`config.mk`:
```
export PLATFORM = sky130hd
export DESIGN_NAME = unidade_flags_flat
export DESIGN_NICKNAME = d
export VERILOG_FILES = /design/src/rtl/unidade_flags_pkg.sv /design/src/rtl/unidade_flags_if.sv /design/src/rtl/unidade_flags_avaliador.sv /design/src/rtl/unidade_flags.sv /design/src/flat_wrapper.sv
export SDC_FILE = /design/constraint.sdc
export NUM_CORES = 1
export LEC_CHECK = 0
export CORE_MARGIN = 5
export CORE_UTILIZATION = 40
export DETAILED_ROUTE_END_ITERATION = 10
export PLACE_DENSITY = 0.62
export REMOVE_ABC_BUFFERS = 1
export SYNTH_ARGS = -nofsm -noshare
export SYNTH_HDL_FRONTEND = slang
export SYNTH_SLANG_ARGS = --single-unit
```
`constraint.sdc`:
```
create_clock -name Clock -period 2.72 [get_ports Clock]
set_input_delay 0.272 -clock Clock [delete_from_list [all_inputs] [get_ports Clock]]
set_output_delay 0.272 -clock Clock [all_outputs]
set_load 0.01 [all_outputs]
```
`src/rtl/unidade_flags_pkg.sv`:
```
// Shared flag-bit indices and ARM condition-code constants for the flags unit and the decoder.
package unidade_flags_pkg;

  localparam int FLAG_N = 3;
  localparam int FLAG_Z = 2;
  localparam int FLAG_C = 1;
  localparam int FLAG_V = 0;

  typedef logic [3:0] flags_t;

  typedef enum logic [3:0] {
    COND_EQ = 4'h0,
    COND_NE = 4'h1,
    COND_CS = 4'h2,
    COND_CC = 4'h3,
    COND_MI = 4'h4,
    COND_PL = 4'h5,
    COND_VS = 4'h6,
    COND_VC = 4'h7,
    COND_HI = 4'h8,
    COND_LS = 4'h9,
    COND_GE = 4'hA,
    COND_LT = 4'hB,
    COND_GT = 4'hC,
    COND_LE = 4'hD,
    COND_AL = 4'hE,
    COND_NV = 4'hF
  } cond_e;

endpackage

```
`src/rtl/unidade_flags_if.sv`:
```
// Bundle between the decoder/ALU side (master) and the flags unit (slave).
interface unidade_flags_if;
  import unidade_flags_pkg::*;

  flags_t     NovasFlags;
  logic       AtualizaFlags;
  logic [3:0] Condicao;
  logic       Salva;
  logic       Restaura;
  flags_t     Flags;
  logic       CondOK;
  logic [3:0] Ocupacao;
  logic       Cheia;
  logic       Vazia;
  logic       ErroPilha;

  modport master (
    output NovasFlags, AtualizaFlags, Condicao, Salva, Restaura,
    input  Flags, CondOK, Ocupacao, Cheia, Vazia, ErroPilha
  );

  modport slave (
    input  NovasFlags, AtualizaFlags, Condicao, Salva, Restaura,
    output Flags, CondOK, Ocupacao, Cheia, Vazia, ErroPilha
  );
endinterface

```
`src/rtl/unidade_flags_avaliador.sv`:
```
// Combinational ARM condition evaluator: CondOK from registered flags and the condition field.
module avaliador_condicao
  import unidade_flags_pkg::*;
(
  input  flags_t     Flags,
  input  logic [3:0] Condicao,
  output logic       CondOK
);

  logic n, z, c, v;

  assign n = Flags[FLAG_N];
  assign z = Flags[FLAG_Z];
  assign c = Flags[FLAG_C];
  assign v = Flags[FLAG_V];

  always_comb begin
    CondOK = 1'b0;
    case (cond_e'(Condicao))
      COND_EQ: CondOK = z;
      COND_NE: CondOK = !z;
      COND_CS: CondOK = c;
      COND_CC: CondOK = !c;
      COND_MI: CondOK = n;
      COND_PL: CondOK = !n;
      COND_VS: CondOK = v;
      COND_VC: CondOK = !v;
      COND_HI: CondOK = c && !z;
      COND_LS: CondOK = !c || z;
      COND_GE: CondOK = (n == v);
      COND_LT: CondOK = (n != v);
      COND_GT: CondOK = !z && (n == v);
      COND_LE: CondOK = z || (n != v);
      COND_AL: CondOK = 1'b1;
      COND_NV: CondOK = 1'b0;
      default: CondOK = 1'b0;
    endcase
  end

endmodule

```
`src/rtl/unidade_flags.sv`:
```
// NZCV flags register with a LIFO shadow stack for exception entry/return and a sticky stack error.
// Updates land one cycle after the request; stack overflow, underflow and push/pop conflicts are dropped.
module unidade_flags
  import unidade_flags_pkg::*;
#(
  parameter int PROFUNDIDADE = 4
) (
  input logic           Clock,
  input logic           ResetN,
  unidade_flags_if.slave bus
);

  localparam int         IW     = (PROFUNDIDADE > 1) ? $clog2(PROFUNDIDADE) : 1;
  localparam logic [3:0] PROF_W = 4'(PROFUNDIDADE);

  flags_t     flags_q, flags_d;
  logic [3:0] ocup_q, ocup_d;
  logic       erro_q, erro_d;
  flags_t     pilha_q [PROFUNDIDADE];
  flags_t     pilha_d [PROFUNDIDADE];

  logic       cheia, vazia;
  logic       push, pop, conflito;
  logic [3:0] ocup_dec;

  assign cheia    = (ocup_q == PROF_W);
  assign vazia    = (ocup_q == 4'd0);
  assign push     = bus.Salva && !bus.Restaura;
  assign pop      = bus.Restaura && !bus.Salva;
  assign conflito = bus.Salva && bus.Restaura;
  assign ocup_dec = ocup_q - 4'd1;

  always_comb begin
    flags_d = bus.AtualizaFlags ? bus.NovasFlags : flags_q;
    ocup_d  = ocup_q;
    erro_d  = erro_q;
    pilha_d = pilha_q;

    if (conflito) begin
      erro_d = 1'b1;
    end else if (push) begin
      // Push captures the pre-update flags even when a load happens the same cycle.
      if (cheia) begin
        erro_d = 1'b1;
      end else begin
        pilha_d[ocup_q[IW-1:0]] = flags_q;
        ocup_d                  = ocup_q + 4'd1;
      end
    end else if (pop) begin
      if (vazia) begin
        erro_d = 1'b1;
      end else begin
        flags_d = pilha_q[ocup_dec[IW-1:0]];
        ocup_d  = ocup_dec;
      end
    end
  end

  always_ff @(posedge Clock) begin
    if (!ResetN) begin
      flags_q <= '0;
      ocup_q  <= '0;
      erro_q  <= 1'b0;
    end else begin
      flags_q <= flags_d;
      ocup_q  <= ocup_d;
      erro_q  <= erro_d;
    end
  end

  // Entry contents are only readable below the occupancy count, so they carry no reset.
  always_ff @(posedge Clock) begin
    pilha_q <= pilha_d;
  end

  avaliador_condicao u_avaliador (
    .Flags    (flags_q),
    .Condicao (bus.Condicao),
    .CondOK   (bus.CondOK)
  );

  assign bus.Flags     = flags_q;
  assign bus.Ocupacao  = ocup_q;
  assign bus.Cheia     = cheia;
  assign bus.Vazia     = vazia;
  assign bus.ErroPilha = erro_q;

endmodule

```
`src/flat_wrapper.sv`:
```
// flat-port wrapper written by rule: the top's interface ports become plain ports
module unidade_flags_flat import unidade_flags_pkg::*;
#(
  parameter int PROFUNDIDADE = 4
)
  (Clock, ResetN, bus_NovasFlags, bus_AtualizaFlags, bus_Condicao, bus_Salva, bus_Restaura, bus_Flags, bus_CondOK, bus_Ocupacao, bus_Cheia, bus_Vazia, bus_ErroPilha);
  unidade_flags_if bus_i ();
  input logic Clock;
  input logic ResetN;
  input wire logic [$bits(bus_i.NovasFlags)-1:0] bus_NovasFlags;
  input wire logic [$bits(bus_i.AtualizaFlags)-1:0] bus_AtualizaFlags;
  input wire logic [$bits(bus_i.Condicao)-1:0] bus_Condicao;
  input wire logic [$bits(bus_i.Salva)-1:0] bus_Salva;
  input wire logic [$bits(bus_i.Restaura)-1:0] bus_Restaura;
  output wire logic [$bits(bus_i.Flags)-1:0] bus_Flags;
  output wire logic [$bits(bus_i.CondOK)-1:0] bus_CondOK;
  output wire logic [$bits(bus_i.Ocupacao)-1:0] bus_Ocupacao;
  output wire logic [$bits(bus_i.Cheia)-1:0] bus_Cheia;
  output wire logic [$bits(bus_i.Vazia)-1:0] bus_Vazia;
  output wire logic [$bits(bus_i.ErroPilha)-1:0] bus_ErroPilha;
  assign bus_i.NovasFlags = bus_NovasFlags;
  assign bus_i.AtualizaFlags = bus_AtualizaFlags;
  assign bus_i.Condicao = bus_Condicao;
  assign bus_i.Salva = bus_Salva;
  assign bus_i.Restaura = bus_Restaura;
  assign bus_Flags = bus_i.Flags;
  assign bus_CondOK = bus_i.CondOK;
  assign bus_Ocupacao = bus_i.Ocupacao;
  assign bus_Cheia = bus_i.Cheia;
  assign bus_Vazia = bus_i.Vazia;
  assign bus_ErroPilha = bus_i.ErroPilha;
  unidade_flags #(.PROFUNDIDADE(PROFUNDIDADE)) u_core (.Clock(Clock), .ResetN(ResetN), .bus(bus_i));
endmodule
```
== Word-level counts from Yosys, hierarchy flattened ==
Cells that the tools add are included.

* Output and inout port bits: 12
* Flip-flop bits (word level): 25
* Word-level logic and storage cells: 80
* Input port bits: 13

* Order comparisons: 3
* Eq/ne operators: 21
* Reduce and logical (&&, ||, !) cells: 22
* Bitwise logic cells: 4
* Add/subtract/negate cells: 2
* Multiplexer cells: 21

{| class="wikitable"
|+ Operator list
! cell !! count
|-
| 2-to-1 mux 4 bit || 12
|-
| equality test 4 bit, second input constant || 8
|-
| equality test 4 x 3 -> 1 bit, second input constant || 5
|-
| bitwise mux 16 bit || 1
|-
| one-hot mux 1 bit (16 select lines) || 1
|-
| binary-select mux 4 bit (select 2 bit) || 1
|-
| demux 4 bit (select 2 bit) || 1
|-
| equality test 4 x 2 -> 1 bit, second input constant || 2
|-
| zero test 4 bit || 2
|-
| greater-or-equal comparator 3 bit, second input constant || 2
|-
| logical AND 1 bit || 6
|-
| zero test 1 bit || 6
|-
| NOT 2 -> 3 bit || 2
|-
| AND reduction 3 bit || 2
|-
| nonzero test 3 bit || 2
|-
| 2-to-1 mux 1 bit || 5
|-
| adder 4 x 1 -> 4 bit, second input constant || 1
|-
| equality test 4 x 1 -> 1 bit, second input constant || 1
|-
| AND reduction 4 bit || 1
|-
| subtractor 4 x 1 -> 4 bit, second input constant || 1
|-
| < comparator 3 x 1 -> 1 bit, second input constant || 1
|-
| inequality test 3 bit, second input constant || 1
|-
| logical OR 1 bit || 2
|-
| inequality test 2 x 1 -> 1 bit, second input constant || 1
|-
| 5 further kinds || 6
|}

== Depth between registers and ports, before layout ==
Gate-level depths: netlist of run 1.

* Word-level depth: 9
* Mapped depth: 8
* Gate-level depth less buffers: 6

== Cells and area by module ==
A second synthesis of run 1 with hierarchy kept.

* Cell total of the unflattened synthesis: 117
* Area, all modules: 1,395.1 um^2

{| class="wikitable"
|+ By module, submodules not included
! module !! cells an instance !! area an instance (um^2) !! instances
|-
| unidade_flags || 94 || 1,239.9 || 1
|-
| avaliador_condicao || 23 || 155.1 || 1
|}

== Least setup slack after synthesis of run 1 ==
OpenSTA, ideal clock, no wires.

* Path kind: flip-flop to flip-flop
* Start point: register u_core.ocup_q[0], in the netlist u_core.bus.Ocupacao[0]
* End point: register u_core.flags_q[0], in the netlist u_core.bus.Flags[0]
* Cell stages (with the launch flop): 8
* Slack: 0.486 ns
* Arrival time: 2.118 ns
* Data required time: 2.604 ns
* Path buffers: 2
* Library setup time: 0.116 ns
* Cells stage by stage: dfxtp_1 > clkbuf_1 > inv_1 > ha_1 > nor3b_2 > or4b_4 > buf_6 > o211a_1

* Longest elaborated chain between the ends: 9
* Elaborated cells on any way between the ends: 10
* Classes of those cells: 1 x add/sub; 7 x mux; 1 x bitwise; 1 x reduce/logical

{| class="wikitable"
|+ Ends and longest elaborated chain
! item !! line !! source
|-
| from (decl) || unidade_flags.sv:17 || <nowiki>logic [3:0] ocup_q, ocup_d;</nowiki>
|-
| from (signal assigned) || unidade_flags.sv:66 || <nowiki>ocup_q <= ocup_d;</nowiki>
|-
| subtractor 4 x 1 -> 4 bit || unidade_flags.sv:31 || <nowiki>assign ocup_dec = ocup_q - 4'd1;</nowiki>
|-
| net u_core.ocup_dec[0] || unidade_flags.sv:24 || <nowiki>logic [3:0] ocup_dec;</nowiki>
|-
| NOT 2 -> 3 bit (implied by the code) || unidade_flags.sv:53 || <nowiki>flags_d = pilha_q[ocup_dec[IW-1:0]];</nowiki>
|-
| binary-select mux 4 bit (select 2 bit) || unidade_flags.sv:53 ||
|-
| 2-to-1 mux 4 bit (implied by the code) (2 in series) || unidade_flags.sv:53 ||
|-
| 2-to-1 mux 4 bit || unidade_flags.sv:50 || <nowiki>if (vazia) begin</nowiki>
|-
| 2-to-1 mux 4 bit || unidade_flags.sv:49 || <nowiki>end else if (pop) begin</nowiki>
|-
| 2-to-1 mux 4 bit || unidade_flags.sv:41 || <nowiki>end else if (push) begin</nowiki>
|-
| 2-to-1 mux 4 bit || unidade_flags.sv:39 || <nowiki>if (conflito) begin</nowiki>
|-
| to (signal assigned) || unidade_flags.sv:65 || <nowiki>flags_q <= flags_d;</nowiki>
|-
| to (decl) || unidade_flags.sv:16 || <nowiki>flags_t flags_q, flags_d;</nowiki>
|}

The timed path passes the listed nets, and every way through them passes these cells. The select of a mux whose other input is x is not followed.
A chain may end at the register's enable or synchronous reset.

== Final worst setup path of run 1 ==
* Start point: input bus_Condicao[1]
* End point: output bus_CondOK

* Longest elaborated chain between the ends: 2
* Elaborated cells on any way between the ends: 17
* Classes of those cells: 15 x eq/ne; 1 x mux; 1 x reduce/logical

{| class="wikitable"
|+ Ends and longest elaborated chain
! item !! line !! source
|-
| from (decl) || flat_wrapper.sv:12 || <nowiki>input wire logic [$bits(bus_i.Condicao)-1:0] bus_Condicao;</nowiki>
|-
| equality test 4 bit, or another cell as far along || unidade_flags_avaliador.sv:19 || <nowiki>case (cond_e'(Condicao))</nowiki>
|-
| one-hot mux 1 bit (16 select lines) (*) || unidade_flags_avaliador.sv:19 ||
|-
| to (decl) || flat_wrapper.sv:16 || <nowiki>output wire logic [$bits(bus_i.CondOK)-1:0] bus_CondOK;</nowiki>
|}

Mark *: on every way between the ends. The rest lies on a longest branch, timed or not.

==> metrics.cfg, run 1 <==
[outcome]
status = completed

[floorplan]
die-area_um2 = 4630
pin_count = 25
core_um2 = 3310
number_of_standard_cell_rows_in_the_floorplan = 21
die_y_um = 68.0
initial_utilization = 0.407
die-width_um = 68.0

[hold_path]
min_path_cells = 1
worst_hold_startpoint = u_core.bus.ErroPilha
min-delay-path-class = flop to flop
worstHoldEndpoint = u_core.bus.ErroPilha

[timing]
tightest_slew_ns = 0.432
slew_violations = 0
final-hold-violation-count = 0
rsz0062_at_grt = no
final.setup_skew_ns = 0.00826
sum_of_negative_setup_slack_ns = 0
final.period_utilization = 0.818
final.min_clock_period_ns = 2.23
maximum_clock_rate_mhz = 449
timing.max_slew.rel_slack = 0.711
setup_viol_count_final = 0

[logic_synthesis]
post_synth_and_or_nand_nor_area_fraction = 0.123
synthesis.area_um2 = 1350
synth_area_leader_cell = sky130_fd_sc_hd__edfxtp_1
unique_cell_type_count_in_the_yosys_netlist = 35
synthFlopType = sky130_fd_sc_hd__edfxtp_1
synth_enable_flop_cells = 16
syn_inst = 106
yosys.area_share.xor_xnor = 0.0455
synth_compound_area_frac = 0.0873
yosys_warnings = 0
synth_top_cells_by_area = sky130_fd_sc_hd__edfxtp_1 36%, sky130_fd_sc_hd__dfxtp_1 13%, sky130_fd_sc_hd__ha_1 8.4%
asyncSetResetFlopFracSynth = 0
postSynthRegisterBits = 25
post_synth_mux_area_share = 0.129
synth_cell_count_leaders = 16 x sky130_fd_sc_hd__edfxtp_1, 9 x sky130_fd_sc_hd__dfxtp_1, 9 x sky130_fd_sc_hd__ha_1
yosys.cell_count.top_type = sky130_fd_sc_hd__edfxtp_1
synth_sequential_area_ratio = 0.490
synthesis.area_per_instance_um2 = 12.7
synth_adder_area_share = 0.0836
main_combinational_cell_family_by_area_after_synthesis = multiplexers
share_of_the_synthesized_area_in_the_top_cell_type = 0.357

[detailed_routing]
vias = 886
wl_met2_um = 1200
detail_routed_via_count_per_cell = 5.01
wl_met3_um = 87
detail_route.wl_per_cell_um = 14.1
first_iter_violations = 43
drt_wirelength_um = 2500
drtPass1Iterations = 4
wl_met1_um = 1170
number_of_remaining_drc_errors = 0
routed.top_layer = met4
ant_nets = 0

[cells_and_area]
antenna_cells_inserted = 0
post_route_cells_drive_above_1_share = 0.122
final_nets = 154
fin_util = 0.503
areaGrowthSynthToFinish_pct = 23.7
layout.filler_cells = 315
register_area_um2 = 661
multi_input_comb_area_um2 = 631

[clocking]
cts_root_buffer = sky130_fd_sc_hd__clkbuf_4
hold_bufs_at_cts = 0
clkTransAtPathRegs_ns = 0.13
clkLatencyLatePin_ns = 0.32
post_cts.resized_instances = 0
clock_tree.buffer_depth = 2
cts.htree.levels = 1
clock-sinks = 25
clock_tree_from_tritoncts = built
post_cts.repair.setup_buffers = 0
cts_buffers = 3

[global_routing]
global_route.usage.total = 0.120
grt_first_pass_wirelength_um = 4110
pin_count_of_the_biggest_net_entering_global_routing = 16
grt_antenna_before_repair = 0
grt_pass1_vias = 891
grt_remaining_overflow = 0

[worst_setup_path]
crit_path_max_incr_delay_ns = 0.56
critPathCaptureType = output port
setup.worst_path.class = primary input to output port
reg2reg_setup_slack_ns = 0.68
worst-endpoint-required_ns = 2.45
worstReg2RegStart = u_core.bus.Ocupacao[1]
worst_setup_path_start_kind = primary input
logic_depth_of_the_worst_register_to_register_path = 5
path_cells = clkdlybuf4s50_1 > mux4_2 > xnor2_1 > nor2_1 > a41oi_1 > dlymetal6s2s_1
critical_path.max_fanout = 5
critPathArrivalTime_ns = 1.95
critical_path.reg2reg.endpoint = u_core.pilha_q[15]
crit_path_top_delay_cell = sky130_fd_sc_hd__clkdlybuf4s50_1

[place]
place_hpwl_um = 1960
numPortBuffers = 24
place_congestion = 0.823

[run]
maximum_capacitance_violations = 0

[power_and_ir_drop]
static-leakage-power_uw = 0.000673
worst_ir_drop_vdd_mv = 0.327
power.density_nw_per_um2 = 838

## state kept, by name, summed over array words and instances (netlist names)
signal and cells:
u_core.pilha_q 16, u_core.bus.Flags 4, u_core.bus.Ocupacao 4, u_core.bus.ErroPilha 1
## critical path: cells and delay by family
kind / cells / cell delay, ns
simple gates: 1 / 0.06
mux: 1 / 0.54
buf+inv: 2 / 0.75
compound gates: 1 / 0.16
xor+xnor: 1 / 0.16
## report_power, final
group | total, µW | switching, µW | internal, µW
clock network | 169 | 113 | 56.1
logic | 682 | 300 | 381
registers | 546 | 69.4 | 477
## per-layer routing
| layer | global-route usage | vias to the layer above |
|---|---|---|
| met5 | 0 | - |
| met4 | 0.0620 | 0 |
| met3 | 0.00985 | 2 |
| met2 | 0.200 | 15 |
| met1 | 0.154 | 426 |
| li1 | - | 443 |
## cell type report
| class | instances | share of cell area |
|---|---|---|
| Tap cell | 46 | 0.0345 |
| Sequential cell | 25 | 0.396 |
| Timing Repair Buffer | 26 | 0.155 |
| Clock inverter | 1 | 0.00450 |
| Inverter | 8 | 0.0180 |
| Multi-Input combinational cell | 68 | 0.378 |
| Clock buffer | 3 | 0.0135 |
## cell usage in the layout (no fill, tap or decap), types with 2 or more instances in the layout
cell	netlist	routed
sky130_fd_sc_hd__inv_1	8	8
sky130_fd_sc_hd__edfxtp_1	16	16
sky130_fd_sc_hd__nor2_1	4	4
sky130_fd_sc_hd__ha_1	9	9
sky130_fd_sc_hd__and2_1	7	7
sky130_fd_sc_hd__mux4_2	5	5
sky130_fd_sc_hd__xor2_1	2	2
sky130_fd_sc_hd__buf_4	0	2
sky130_fd_sc_hd__o21ai_0	2	2
sky130_fd_sc_hd__clkdlybuf4s50_1	0	23
sky130_fd_sc_hd__clkbuf_4	0	3
sky130_fd_sc_hd__o211a_1	4	4
sky130_fd_sc_hd__o221ai_1	2	2
sky130_fd_sc_hd__xnor2_1	5	5
sky130_fd_sc_hd__dfxtp_1	9	9
sky130_fd_sc_hd__mux2i_1	5	5
sky130_fd_sc_hd__nand2_1	5	5
## worst max path at each step
| stage | start | slack (ns) | to | depth (start not counted) |
|---|---|---|---|---|
| floorplan | u_core.bus.Ocupacao[0] | 0.69 | u_core.bus.Flags[0] | 5 |
| global placement | bus_Condicao[1] | 0.18 | bus_CondOK | 6 |
| detailed placement | bus_Condicao[1] | 0.14 | bus_CondOK | 6 |
| CTS | bus_Condicao[1] | 0.12 | bus_CondOK | 6 |
| global route | bus_Condicao[1] | 0.35 | bus_CondOK | 6 |
| finish | bus_Condicao[1] | 0.49 | bus_CondOK | 6 |
## through the flow
step | worst slack [ns] | std cells | total power, µW | cell area, µm² | hold WS (ns)
6_report | 0.494 | 177 | 1400 | 1670 | 0.480
5_1_grt | 0.347 | 177 | 1500 | 1670 | 0.520
4_1_cts | 0.119 | 177 | 1420 | 1660 | 0.490
3_5_place_dp | 0.139 | 173 | 1250 | 1630 | 0.457
3_3_place_gp | 0.180 | 173 | 1240 | 1630 | 0.451
2_1_floorplan | 0.694 | 101 | 975 | 1320 | 0.389
## kinds of logic (layout without fill, tap and decap cells)
group / Yosys count / in the layout
compound gates: 15 / 15
buf+inv: 13 / 38
flops: 25 / 25
fa+ha+maj: 9 / 9
mux: 11 / 11
simple gates: 26 / 26
xor+xnor: 7 / 7
Note: power is estimated with default switching activity, not from simulation.
==> run 2, diff against run 1 <==
==> constraint.sdc (replaced) <==
create_clock -name Clock -period 2.3 [get_ports Clock]
set_input_delay 0.23 -clock Clock [delete_from_list [all_inputs] [get_ports Clock]]
set_output_delay 0.23 -clock Clock [all_outputs]
set_load 0.01 [all_outputs]
==> metrics.cfg, run 2 (same netlist as run 1, synthesis figures left out) <==
[clocking]
post_cts.repair.setup_buffers = 0
hold_bufs_at_cts = 0
clock_tree.buffer_depth = 2
clkLatencyLatePin_ns = 0.32
cts_buffers = 3
clock_tree_from_tritoncts = built
cts_root_buffer = sky130_fd_sc_hd__clkbuf_4
clkTransAtPathRegs_ns = 0.14
clock-sinks = 25
cts.htree.levels = 1

[worst_setup_path]
critPathCaptureType = output port
crit_path_top_delay_cell = sky130_fd_sc_hd__mux4_2
critPathArrivalTime_ns = 1.93
path_cells = mux4_2 > xnor2_1 > nor2_1 > a41oi_1 > dlygate4sd2_1
crit_path_max_incr_delay_ns = 0.51
critical_path.max_fanout = 8
worst-endpoint-required_ns = 2.07
setup.worst_path.class = flop to output port
worst_setup_path_start_kind = flop

[power_and_ir_drop]
power.switching_uw = 578
clock_power_share = 0.119
comb_power_share = 0.497
power.density_nw_per_um2 = 990
worst_ir_drop_vdd_mv = 0.401
power.share.sequential = 0.384
internal_dissipation_uw = 1110
static-leakage-power_uw = 0.000698
power.switching_fraction = 0.343
report.power.total_uw = 1680

[detailed_routing]
vias = 893
ant_nets = 0
drt_wirelength_um = 2620
detail_routed_via_count_per_cell = 4.93
drtPass1Iterations = 4
detail_route.wl_per_cell_um = 14.5
number_of_remaining_drc_errors = 0
first_iter_violations = 41

[floorplan]
number_of_standard_cell_rows_in_the_floorplan = 21
die-width_um = 68.0
die-area_um2 = 4630
initial_utilization = 0.407
pin_count = 25
core_um2 = 3310
die_y_um = 68.0

[timing]
final.min_clock_period_ns = 2.16
rsz0062_at_grt = no
final-hold-violation-count = 0
setup_slack_ns = 0.141
setup_viol_count_final = 0
final.period_utilization = 0.939
tightest_slew_ns = 0.335
maximum_clock_rate_mhz = 463
slew_violations = 0
timing.max_slew.rel_slack = 0.776
final.setup_skew_ns = 0.00847
sum_of_negative_setup_slack_ns = 0

[outcome]
status = completed

[hold_path]
min-delay-path-class = flop to flop

[cells_and_area]
areaGrowthSynthToFinish_pct = 26.3
antenna_cells_inserted = 0
final_nets = 158
layout.cells.non_filler = 181
layout_commonest_cell = sky130_fd_sc_hd__clkdlybuf4s50_1
post_route_cells_drive_above_1_share = 0.148
largest-register = u_core.pilha_q
layout.cells.most_common_list = 22 x sky130_fd_sc_hd__clkdlybuf4s50_1, 16 x sky130_fd_sc_hd__edfxtp_1, 9 x sky130_fd_sc_hd__ha_1, 9 x sky130_fd_sc_hd__dfxtp_1, 8 x sky130_fd_sc_hd__inv_1
largest_register_ffs = 16

[global_routing]
global_route.usage.total = 0.129
grt_pass1_vias = 952
grt_first_pass_wirelength_um = 4400
grt_antenna_before_repair = 0
pin_count_of_the_biggest_net_entering_global_routing = 16
grt_remaining_overflow = 0

[place]
place_congestion = 0.755
numPortBuffers = 24
placed_cells_incl_taps = 177
place_hpwl_um = 2060
place_worst_setup_slack_ns = -0.235

[run]
maximum_capacitance_violations = 0

## run 2: worst paths after layout
kind	start	end	slack, ns	depth (start not counted)
max	u_core.bus.Flags[0]	bus_CondOK	0.14	5
max reg2reg	u_core.bus.Ocupacao[1]	u_core.pilha_q[3]	0.34	5
min reg2reg	u_core.bus.ErroPilha	u_core.bus.ErroPilha	0.48	1
min	u_core.bus.ErroPilha	u_core.bus.ErroPilha	0.48	1
## run 2: final cells by class
| type | count | area (µm²) |
|---|---|---|
| Clock inverter | 1 | 7.51 |
| Multi-Input combinational cell | 68 | 637 |
| Timing Repair Buffer | 30 | 287 |
| Clock buffer | 3 | 22.5 |
| Tap cell | 46 | 57.6 |
| Sequential cell | 25 | 661 |
| Inverter | 8 | 30.0 |
| Fill cell | 293 | 1610 |
## run 2: what timing repair did
item,4_1_cts,5_1_grt
resized for setup,1,2
setup endpoints to repair,1,2
hold endpoints to repair,0,0
cloned,0,0
## run 2: through the flow
stage                     hold WS [ns]   util  area, µm²
after global placement           0.451  0.503       1660
after detailed placement         0.458  0.503       1660
final                            0.485  0.514       1700
after floorplan                  0.347      -       1320
after global routing             0.511  0.514       1700
after CTS                        0.490  0.511       1690
## run 2: critical path: cells and delay by family, from the launching register on
kind                      cells  cell delay, ns
DFF                           1            0.42
and+or+nand+nor               1            0.06
xor gates and xnor gates      1            0.17
buffers and inverters         1            0.29
muxes                         1            0.51
AOI/OAI and AO/OA             1            0.16
## run 2: routing by layer
| metal | wire [µm] | share of wire | vias to the layer above | GRT usage |
|---|---|---|---|---|
| li1 | - | - | 445 | - |
| met1 | 1240 | 0.47 | 423 | 0.171 |
| met2 | 1250 | 0.48 | 23 | 0.212 |
| met3 | 94 | 0.036 | 2 | 0.0115 |
| met4 | 34 | 0.013 | 0 | 0.0620 |
| met5 | 0 | 0 | - | 0 |
## run 2: power groups by stage
stage	sequential [µW]	combinational (µW)	clock (µW)
2_1_floorplan	687	466	0
3_3_place_gp	647	825	0
3_5_place_dp	650	835	0
4_1_cts	640	837	203
5_1_grt	662	928	224
6_report	646	837	201
==> variant 1 (settings of run 2) <==
`PROFUNDIDADE` is set to 4 in 2 places; all go to 8.
--- a/src/rtl/unidade_flags.sv
+++ b/src/rtl/unidade_flags.sv
@@ -4,5 +4,5 @@
   import unidade_flags_pkg::*;
 #(
-  parameter int PROFUNDIDADE = 4
+  parameter int PROFUNDIDADE = 8
 ) (
   input logic           Clock,
--- a/src/flat_wrapper.sv
+++ b/src/flat_wrapper.sv
@@ -2,5 +2,5 @@
 module unidade_flags_flat import unidade_flags_pkg::*;
 #(
-  parameter int PROFUNDIDADE = 4
+  parameter int PROFUNDIDADE = 8
 )
   (Clock, ResetN, bus_NovasFlags, bus_AtualizaFlags, bus_Condicao, bus_Salva, bus_Restaura, bus_Flags, bus_CondOK, bus_Ocupacao, bus_Cheia, bus_Vazia, bus_ErroPilha);
Formal check against the unedited RTL: not equivalent (a bounded check fails within 10 cycles, from zero or initial values and one cycle with ResetN low).
==> variant 1 against run 2 <==
- critical path depth is 2 higher
- worst setup slack worse by 0.11 ns
- clock power grew to 2.9 times the old value
- hold slack better by 0.0015 ns
- utilization is 1.6 points higher
- design area is 50% higher
- first-iteration DRC count is 120% higher
- global-route usage is 1.2 points higher
- sequential cell count is 16 higher
- count of clock-buffer cells in the layout is 2 higher
- total power is 60% higher
- die area is 42% higher
- wire length is 56% higher
- area after synthesis is 50% higher
==> variant 1: results (changes against run 2) <==
status: complete, no violations
first-pass GRT wire length: 6851 um (+56%)
Nets: 211 (+34%)
largest net degree at the start of global routing: 15 (-1)
initial antenna violation count: 0 (unchanged)
Post-synth ARST share: 0 (unchanged)
TritonCTS buffer count: 5 (+2)
Setup Skew: 0.009549 ns (+0.001080 ns)
Synth Area in Compound Gates: 0.08178 (-0.005495)
Max VDD drop: 520.9 uV (+30%)
Post-Synth XOR/XNOR Area: 0.03470 (-0.01080)
total length of routed wires: 4084 um (+56%)
Worst-path clk slew: 0.08 ns (-0.06 ns)
Top reg by flops: u_core.pilha_q
clk_lat worst skew: 0.30 ns (-0.02 ns)
Synth cell types: 37 (+5.7%)
Fillers: 425 (+45%)
mux cell area share after synthesis: 0.1363 (+0.007245)
layout cells sized above 1: 0.2292 (+0.08102)
Final HPWL DP: 3014 um (+47%)
gpl congestion: 0.7619 (+0.86%)
vias per inst: 5.066 (+2.7%)
Max FO, Critical Path: 3 (-5)
max reg flops: 32 (+16)
top cells by count, synth: 32 x edfxtp_1, 10 x inv_1, 9 x dfxtp_1, 8 x mux4_2, 8 x o21ai_0
Data arrival, critical path: 2.04 ns (+0.11 ns)
Pre-Repair DR Iteration Count: 4 (unchanged)
synth warn: 0 (unchanged)
Hold Crit Class: reg -> reg
LEAKAGE: 0.9330 nW (+34%)
# port buffers: 24 (unchanged)
Root Buffer: clkbuf_8
H-tree depth: 2 (+1)
DR iter-0 viols: 92 (+120%)
most area-consuming cells after synthesis: edfxtp_1 48%, dfxtp_1 8.9%, mux4_2 8.9%
post-synthesis sequential area ratio: 0.5651 (+0.07481)
Post-synth EDFFs: 32 (+16)
n_diodes: 0 (unchanged)
Longest Clk Path Bufs: 2 (unchanged)
vias in the first global route: 1,344 (+41%)
GR Util All Layers: 0.1412 (+0.01187)
adder-cell share of the synthesized area: 0.04337 (-0.04019)
Slew HR: 0.6503 (-0.1259)
## variant 1: cell count changes after synthesis, moves of 3 or more
cell and delta:
nor3_1 +4, a21oi_1 +6, mux2_2 +3, o211a_1 -4
o21ai_0 +6, nand4_1 +3, a211oi_1 +3, nor2_1 +3
mux4_2 +3, edfxtp_1 +16, xor2_1 +3
## variant 1: what timing repair did
action | in CTS | in global routing
hold endpoints to repair | 0 | 0
pin swaps | 1 | 0
setup buffers | 2 | 0
gates resized for setup | 4 | 2
setup endpoints to repair | 1 | 1
## variant 1: worst max-delay path, cell delays in order
cell and delay, ns:
clkdlybuf4s50_1 0.43, or3b_1 0.37, a311oi_2 0.30, a32oi_1 0.08, or3b_1 0.37, o2111ai_1 0.09, buf_2 0.16
## variant 1: final cells by class
| cell class | count | area, um^2 | area share |
|---|---|---|---|
| clock buffer | 5 | 68.82 | 0.02697 |
| clock inverter | 3 | 46.29 | 0.01815 |
| inverter | 10 | 37.54 | 0.01471 |
| multi-input combinational | 92 | 809.5 | 0.3173 |
| sequential | 41 | 1142 | 0.4478 |
| tap | 67 | 83.83 | 0.03286 |
| timing repair buffer | 41 | 362.8 | 0.1422 |
## variant 1: worst paths after layout
| path | from | to | depth (start not counted) | slack [ns] |
|---|---|---|---|---|
| max reg2reg | u_core.bus.Ocupacao[0]$_SDFFE_PN0P_ | u_core.pilha_q[5]$_DFFE_PP_ | 6 | 0.44 |
| max | bus_Condicao[0] | bus_CondOK | 7 | 0.03 |
| min reg2reg | u_core.bus.ErroPilha$_SDFFE_PN0P_ | u_core.bus.ErroPilha$_SDFFE_PN0P_ | 1 | 0.49 |
| min | u_core.bus.ErroPilha$_SDFFE_PN0P_ | u_core.bus.ErroPilha$_SDFFE_PN0P_ | 1 | 0.49 |
## variant 1: per-layer routing
metal  up-vias  track usage  routed length, um
li1        643            -                  -
met1       640       0.1796               1899
met2        23       0.2250               1928
met3         6      0.04102                185
met4         0      0.05912                 71
met5         -            0                  0
## variant 1: stage by stage
step                worst slack [ns]  area [um^2]    util  cells  power (mW)
CTS                          0.02881         2544  0.5281    259       2.709
floorplan                    0.05628         1982       -    143       1.697
global placement             -0.3813         2419  0.5021    249       2.104
finish                       0.03361         2551  0.5296    259       2.691
global route                -0.08535         2551  0.5296    259       2.846
detailed placement           -0.4565         2419  0.5021    249       2.133
## variant 1: kinds of logic after synthesis
logic type / Yosys count
compound gates: 25
simple gates: 35
buf+inv: 17
mux: 17
fa+ha+maj: 7
xor+xnor: 8
flops: 41
## variant 1: power breakdown
| part | switching (mW) | total [mW] | internal, mW |
|---|---|---|---|
| logic | 0.557 | 1.15 | 0.595 |
| clock network | 0.254 | 0.579 | 0.325 |
| registers | 0.0611 | 0.961 | 0.900 |
==> variant 2 (flow settings as in run 2) <==
Without the edit above. Make the reset (`ResetN`) asynchronous in one clocked block.
--- a/src/rtl/unidade_flags.sv
+++ b/src/rtl/unidade_flags.sv
@@ -57,5 +57,5 @@
   end
 
-  always_ff @(posedge Clock) begin
+  always_ff @(posedge Clock or negedge ResetN) begin
     if (!ResetN) begin
       flags_q <= '0;
Function: differs if ResetN is asserted again (counterexample within 4 cycles, from zero or initial values and one cycle with ResetN low); with ResetN held inactive, the same outputs for 10 cycles.
==> variant 2 against run 2 <==
- wire length grew 3.8%
- sequential power grew 5.3%
- worst setup slack lost 0.047 ns
- largest power group unchanged
- sequential cell count is the same
- design area grew 4.5%
- area after synthesis grew 2.5%
- total power grew 2.8%
- critical path type unchanged
- synthesized cell count shrank 1.9%
- combinational power grew 2.5%
==> variant 2: results (changes against run 2) <==
GR Util All Layers: 0.1311 (+0.001708)
Internal: 1.131 mW (+2.3%)
LEAKAGE: 0.7035 nW (+0.83%)
FFs & Latches: 25 (unchanged)
Nets: 161 (+1.9%)
fraction of area in multi-input gates: 0.3617 (-0.01255)
top cells by count, synth: 16 x edfxtp_1, 9 x dfrtp_1, 9 x ha_1, 8 x mux2_2, 6 x inv_1
Fillers: 301 (+2.7%)
DR iter-0 viols: 32 (-22%)
syn avg cell area: 13.28 um^2 (+4.5%)
status: complete, no violations
postcts setup bufs: 2 (+2)
dpl ws: -0.005648 ns (+0.2293 ns)
RR Startpoint: u_core.bus.Ocupacao[0]$_DFFE_PN0P_
Setup Skew: 0.01435 ns (+0.005883 ns)
Synth cell types: 33 (-5.7%)
actual slew at the worst max-slew pin: 0.4455 ns (+0.1109 ns)
clk tree area frac: 0.01548 (-0.002165)
gpl congestion: 0.7492 (-0.82%)
Routed wire per std cell: 14.78 um (+2.1%)
Non-CTS inverters: 6 (-2)
largest net degree at the start of global routing: 15 (-1)
Post-synth ARST share: 0.3600 (+0.3600)
Non-clock buffering overhead: 0.1787 (+0.01036)
Final HPWL DP: 2121 um (+3.1%)
Max FO, Critical Path: 5 (-3)
via count: 920 (+3.0%)
Hold Crit Class: in -> async
vias in the first global route: 943 (-0.95%)
Placed Area: 1699 um^2 (+2.1%)
-- variant 2: power by group through the flow --
stage	logic [mW]	registers [mW]	clock network [mW]
final	0.858	0.680	0.192
after global placement	0.799	0.691	0
after floorplan	0.411	0.742	0
after CTS	0.854	0.675	0.199
after detailed placement	0.812	0.694	0
after global routing	0.949	0.696	0.217
-- variant 2: path summary, 6_finish.rpt --
kind                       slack, ns  cells after the start                          endpoint
hold / removal                  0.20                      1  u_core.bus.ErroPilha$_DFFE_PN0P_
max in group asynchronous       1.76                      1     u_core.bus.Flags[2]$_DFF_PN0_
hold reg to reg                 0.47                      1  u_core.bus.ErroPilha$_DFFE_PN0P_
setup / recovery                0.09                      4                         bus_Vazia
min in group Clock              0.47                      1  u_core.bus.ErroPilha$_DFFE_PN0P_
setup reg to reg                0.34                      6       u_core.pilha_q[6]$_DFFE_PP_
-- variant 2: logic make-up after synthesis --
family	count (synthesis)	synth area share
mux	15	0.1522
fa+ha+maj	9	0.08152
simple gates	23	0.09783
xor+xnor	7	0.04438
compound gates	15	0.07338
buf+inv	10	0.03985
flops	25	0.5109
-- variant 2: worst max-delay path: stages (launching register included) --
cell and delay, ns:
dfrtp_1 0.40, inv_1 0.09, ha_1 0.23, nor3b_1 0.34, clkdlybuf4s50_1 0.60
-- variant 2: layer usage --
| layer | wire length [um] | track usage | up-vias | part of all wire |
|---|---|---|---|---|
| met5 | 0 | 0 | - | 0 |
| met4 | 27 | 0.05109 | 0 | 0.0099 |
| met3 | 187 | 0.01297 | 2 | 0.069 |
| met2 | 1266 | 0.2098 | 33 | 0.47 |
| met1 | 1238 | 0.1826 | 437 | 0.46 |
| li1 | - | - | 448 | - |
